===== src/rtl/inv_shift_row_pkg.sv =====
// Shared AES state constants and the ShiftRows / InvShiftRows byte-permutation helpers.
// State is column-major: byte k sits at state[127-8k -: 8], row k%4, column k/4.
package inv_shift_row_pkg;

  localparam int unsigned AES_STATE_W   = 128;
  localparam int unsigned AES_NUM_BYTES = 16;

  typedef logic [AES_STATE_W-1:0] aes_state_t;

  // Source byte index feeding output byte k under InvShiftRows (row r rotated right by r).
  function automatic int unsigned inv_src_idx(input int unsigned k);
    int unsigned r;
    int unsigned c;
    r = k % 4;
    c = k / 4;
    return r + 4 * ((c + 4 - r) % 4);
  endfunction

  // Source byte index feeding output byte k under ShiftRows (row r rotated left by r).
  function automatic int unsigned fwd_src_idx(input int unsigned k);
    int unsigned r;
    int unsigned c;
    r = k % 4;
    c = k / 4;
    return r + 4 * ((c + r) % 4);
  endfunction

  function automatic aes_state_t inv_shift_rows(input aes_state_t s);
    aes_state_t o;
    o = '0;
    for (int unsigned k = 0; k < AES_NUM_BYTES; k++) begin
      o[127-8*k -: 8] = s[127-8*inv_src_idx(k) -: 8];
    end
    return o;
  endfunction

  function automatic aes_state_t shift_rows(input aes_state_t s);
    aes_state_t o;
    o = '0;
    for (int unsigned k = 0; k < AES_NUM_BYTES; k++) begin
      o[127-8*k -: 8] = s[127-8*fwd_src_idx(k) -: 8];
    end
    return o;
  endfunction

endpackage


===== src/rtl/inv_shift_row_if.sv =====
// Data/enable bundle between the upstream round stage and inv_shift_row.
interface inv_shift_row_if;
  import inv_shift_row_pkg::*;

  logic       startTransition;
  aes_state_t inputData;
  aes_state_t outputData;
  logic       outputValid;

  modport master (
    output startTransition,
    output inputData,
    input  outputData,
    input  outputValid
  );

  modport slave (
    input  startTransition,
    input  inputData,
    output outputData,
    output outputValid
  );

endinterface


===== src/rtl/inv_shift_row_perm.sv =====
// Combinational InvShiftRows: a fixed byte rewiring, no logic gates.
module inv_shift_row_perm
  import inv_shift_row_pkg::*;
(
  input  aes_state_t state_i,
  output aes_state_t state_o
);

  for (genvar k = 0; k < AES_NUM_BYTES; k++) begin : g_byte
    localparam int unsigned Src = inv_src_idx(k);
    assign state_o[127-8*k -: 8] = state_i[127-8*Src -: 8];
  end

endmodule


===== src/rtl/inv_shift_row.sv =====
// Registered AES InvShiftRows stage: captures the permuted state when startTransition is high.
module inv_shift_row
  import inv_shift_row_pkg::*;
(
  input  logic                 clock,
  input  logic                 reset,
  inv_shift_row_if.slave       bus
);

  aes_state_t perm;
  aes_state_t data_d, data_q;
  logic       valid_d, valid_q;

  inv_shift_row_perm u_perm (
    .state_i (bus.inputData),
    .state_o (perm)
  );

  always_comb begin
    data_d  = data_q;
    valid_d = 1'b0;
    if (bus.startTransition) begin
      data_d  = perm;
      valid_d = 1'b1;
    end
  end

  // Reset wins over a simultaneous capture request.
  always_ff @(posedge clock) begin
    if (reset) begin
      data_q  <= '0;
      valid_q <= 1'b0;
    end else begin
      data_q  <= data_d;
      valid_q <= valid_d;
    end
  end

  assign bus.outputData  = data_q;
  assign bus.outputValid = valid_q;

endmodule


===== src/flat_wrapper.sv =====
// flat-port wrapper written by rule: the top's interface ports become plain ports
module inv_shift_row_flat import inv_shift_row_pkg::*;
  (clock, reset, bus_startTransition, bus_inputData, bus_outputData, bus_outputValid);
  inv_shift_row_if bus_i ();
  input  logic clock;
  input  logic reset;
  input wire logic [$bits(bus_i.startTransition)-1:0] bus_startTransition;
  input wire logic [$bits(bus_i.inputData)-1:0] bus_inputData;
  output wire logic [$bits(bus_i.outputData)-1:0] bus_outputData;
  output wire logic [$bits(bus_i.outputValid)-1:0] bus_outputValid;
  assign bus_i.startTransition = bus_startTransition;
  assign bus_i.inputData = bus_inputData;
  assign bus_outputData = bus_i.outputData;
  assign bus_outputValid = bus_i.outputValid;
  inv_shift_row u_core (.clock(clock), .reset(reset), .bus(bus_i));
endmodule

===== config.mk =====
export PLATFORM = sky130hd
export DESIGN_NAME = inv_shift_row_flat
export DESIGN_NICKNAME = d
export VERILOG_FILES = /design/src/rtl/inv_shift_row_pkg.sv /design/src/rtl/inv_shift_row_if.sv /design/src/rtl/inv_shift_row_perm.sv /design/src/rtl/inv_shift_row.sv /design/src/flat_wrapper.sv
export SDC_FILE = /design/constraint.sdc
export NUM_CORES = 1
export LEC_CHECK = 0
export CORE_MARGIN = 10
export CORE_UTILIZATION = 35
export DETAILED_ROUTE_END_ITERATION = 12
export GPL_TIMING_DRIVEN = 1
export PLACE_DENSITY_LB_ADDON = 0.25
export RECOVER_POWER = 25
export SETUP_SLACK_MARGIN = 0.5
export SYNTH_ARGS = -nofsm -noshare
export SYNTH_HDL_FRONTEND = slang
export SYNTH_SLANG_ARGS = --single-unit

===== constraint.sdc =====
create_clock -name clock -period 1.1 [get_ports clock]
set_clock_uncertainty 0.15 [all_clocks]
set_input_delay 0.22 -clock clock [delete_from_list [all_inputs] [get_ports clock]]
set_output_delay 0.22 -clock clock [all_outputs]
set_load 0.01 [all_outputs]

## Word level (Yosys, flattened, before mapping)

Cells that the tools add are included.

| word-level totals | value |
|---|---|
| flip-flop bits (word level) | 129 |
| input bits | 131 |

| cells by class | value |
|---|---|
| muxes and demuxes | 1 |

Operator list:

| operator | number |
|---|---|
| 1-bit two-way mux | 1 |

## Depth between registers and ports, before layout

| depth | value |
|---|---|
| word-level depth | 1 |
| gate-level depth with buffers | 5 |
| depth with buffers taken out | 2 |

## Cells and area by module

From an unflattened synthesis, not the netlist that was laid out.

| unflattened totals | value |
|---|---|
| cells, all modules | 543 |
| area total of the unflattened synthesis | 5,627.9 um^2 |

By module, submodules not included:

| module | area each (um^2) | times used | cells an instance | sequential area each (um^2) |
|---|---|---|---|---|
| inv_shift_row | 4,667.0 | 1 | 415 | 2,582.5 |
| inv_shift_row_perm | 960.9 | 1 | 128 | 0.0 |

## Least setup slack after synthesis

OpenSTA, ideal clock, no wires.

| timing | value |
|---|---|
| path kind | input to register |
| start | in bus_startTransition |
| end | reg u_core.data_q[100], in the netlist u_core.bus.outputData[100] |
| stages on the path | 5 |
| arrival | 850 ps |
| library setup time | 128 ps |
| required time | 822 ps |
| setup slack | -27 ps |
| path buffers | 3 |
| path through | buf_4 -> buf_12 -> buf_12 -> mux2i_1 -> nor2_1 |

RTL lines:

| what | line | text |
|---|---|---|
| start: declaration | flat_wrapper.sv:7 | `input wire logic [$bits(bus_i.startTransition)-1:0] bus_startTransition;` |
| end signal: assignment | inv_shift_row.sv:34 | `data_q <= data_d;` |
| end: declaration | inv_shift_row.sv:11 | `aes_state_t data_d, data_q;` |

## Worst setup path after layout

| timing | value |
|---|---|
| start | reg u_core.data_q[115], in the netlist u_core.bus.outputData[115] |
| end | out bus_outputData[115] |

RTL lines:

| what | line | text |
|---|---|---|
| end: declaration | flat_wrapper.sv:9 | `output wire logic [$bits(bus_i.outputData)-1:0] bus_outputData;` |

No word-level cell between the ends.

==> flow_summary.yaml <==
run:
  maxCapViolations: 0
route:
  ant_nets: 0
  topRoutingLayerUsed: "met4"
  firstDrtPassIters: 4
  m1WireLength_um: 6250
  finalWirelength_um: 15600
  drt_iter0_drc: 121
  met2RoutedLength_um: 7280
  drc: 0
  via_count: 3934
  avgViaCountPerCell: 4.51
  avgRoutedWirePerCell_um: 17.8
  route.met3.wl_um: 1900
finish:
  nets: 814
  design_area_sq_um: 8400
  layout.cells.non_filler: 872
  antennaDiodeCount: 0
  drive_gt1_share_pct: 43.0
  syn2layout_area_growth_pct: 79.9
floorplanning:
  rows: 42
  die_x_um: 135
  die_area_sq_um: 18400
  fp.coreArea_sq_um: 13100
  chipHeight_um: 135
  initial_core_util_pct: 35.5
  ioPinCount: 260
worst_setup_path:
  arrival_ns: 0.88
  end_kind: "output pin"
  crit_path_start_kind: "register"
  critPathTopFamily: "flip-flops"
  path_buf_inv: 1
  cp_max_fo: 2
  critical_path_class: "register to output pin"
  slowest_stage: "dfxtp_2"
  slowest_delay_ns: 0.36
  cp.required_ns: 0.73
  cp_cell_sequence: "buf_6"
logic_synthesis:
  syn_nets: 546
  yosys-top-cells-area: "dfxtp_1 55%, mux2i_1 27%, nor2_1 10%"
  yosysMostFrequentCell: "dfxtp_1"
  synth-edff-count: 0
  ys_seq_area_share_pct: 55.3
  synth_seq_cells: 129
  synthFlopType: "dfxtp_1"
  synth.top_cell.area_share_pct: 55.3
  synthTopCellsByCount: "129 x dfxtp_1, 128 x mux2i_1, 128 x nor2_1"
  synth.largest_area_cell: "dfxtp_1"
  synth_area_per_cell_sq_um: 11.2
  synth_area_sq_um: 4670
  async_flop_share_pct: 0
  ys_warn_count: 0
  yosysUniqueCellTypes: 10
  netlist_instances: 415
global_route:
  antenna_found_initial: 0
  first_global_vias: 4196
  grt_max_degree: 66
  overflow: 0
  grt_first_pass_wirelength_um: 23700
  grtUsageTotal_pct: 16.7
clock_tree:
  clk_pin_slew_worst_paths_ns: 0.06
  cts_tree: "done"
  h-tree-depth: 4
  cts_buffers: 17
  root_buffer: "clkbuf_16"
  cts_max_path_buffers: 2
  cts_sinks: 129
  clk_latency_ns: 0.41
sta:
  finalSetupTns_ns: -14.96
  fmax_mhz: 802
  slew_viol_final: 0
  setup_viol: 129
  period_share_pct: 113
  max_slew.worst_pin.slew_ns: 0.738
  finalCriticalPeriod_ns: 1.25
  relSlewSlack_pct: 50.8
  hold_violations: 0
  setup_ws_ns: -0.146
  rsz0062_at_grt: "yes"
placed_design:
  dpl-instance-area_sq_um: 7330
  pre_cts_slack_ns: -0.186
  gp_congestion: 0.772
  hpwlAfterDp_um: 11100
  port_buffers: 259
  placed_cells: 830
power_and_ir_drop:
  swShare_pct: 22.6
  p_sw_uw: 2920
  combPwrFrac_pct: 15.4
  powerDensity_nw_per_um2: 1540
  intPower_uw: 10000
  clkPwrFrac_pct: 44.3
  ir_drop_mv: 1.12
  p_leak_uw: 0.00384
  power_frac_seq_pct: 40.3
status:
  violations: "setup timing"
  status: "complete, but fails checks"
hold_path:
  hold_path_class: "input port to register"
==> power by group through the flow <==
stage	registers, uW	clock network [uW]	logic (uW)
CTS	5210	5830	2020
global placement	5190	0	1850
floorplan	5330	0	647
finish	5210	5730	2000
detailed placement	5200	0	1880
global route	5240	6090	2150
==> metal layers <==
layer | up-vias | track usage [%]
met1 | 1823 | 18.1
li1 | 1917 | -
met4 | 0 | 4.49
met5 | - | 0
met2 | 184 | 26.6
met3 | 10 | 10.5
==> logic make-up after synthesis <==
logic type | after synthesis | synth area share [%]
flip-flops | 129 | 55.3
AND/OR/NAND/NOR | 129 | 10.4
buffers and inverters | 29 | 6.78
multiplexers | 128 | 27.5
==> flip-flops by register name, summed over array words and instances (netlist names) <==
| register | flops |
|---|---|
| u_core.bus.outputData | 128 |
| u_core.bus.outputValid | 1 |
==> layout by cell type (no fill, tap or decap) <==
master / synthesis / final
buf_6: 1 / 138
mux2i_1: 128 / 128
nor2_1: 128 / 128
clkdlybuf4s50_1: 0 / 128
dfxtp_2: 0 / 121
clkbuf_16: 0 / 17
dfxtp_1: 129 / 8
buf_16: 0 / 6
clkbuf_1: 12 / 4
clkinvlp_4: 0 / 4
bufinv_16: 0 / 3
clkbuf_8: 0 / 3
clkinv_2: 0 / 2
buf_12: 11 / 2
buf_4: 2 / 2
nor2b_1: 1 / 1
clkbuf_4: 0 / 1
==> repair_timing <==
action	in CTS	in global routing
gates resized for setup	766	4
setup endpoints to repair	257	257
pin swaps	1	14
hold buffers	0	0
buffers inserted	3	4
gates cloned	3	0
==> final cells by class <==
type | count | area [sq um]
timing repair buffer | 278 | 3070
multi-input combinational | 257 | 1770
sequential | 129 | 2730
clock inverter | 9 | 130
clock buffer | 23 | 478
tap | 176 | 220
fill | 1032 | 4740
==> stage by stage <==
stage / util (%) / total power [uW] / hold slack (ns)
finish: 63.9 / 12900 / 0.118
global route: 63.9 / 13500 / 0.128
global placement: 55.8 / 7040 / 0.310
CTS: 63.8 / 13100 / 0.125
detailed placement: 55.8 / 7090 / 0.322
floorplan: - / 5980 / 0.217
==> final timing paths <==
path	from	endpoint	slack, ns	cells after the start
worst max-delay path	u_core.bus.outputData[115]	bus_outputData[115]	-0.15	1
worst min-delay path	reset	u_core.bus.outputData[20]	0.12	3
worst max register to register	u_core.bus.outputData[14]	u_core.bus.outputData[14]	0.10	4
worst min register to register	u_core.bus.outputData[83]	u_core.bus.outputData[83]	0.34	2
No activity file was read; power rests on OpenSTA's default activity.
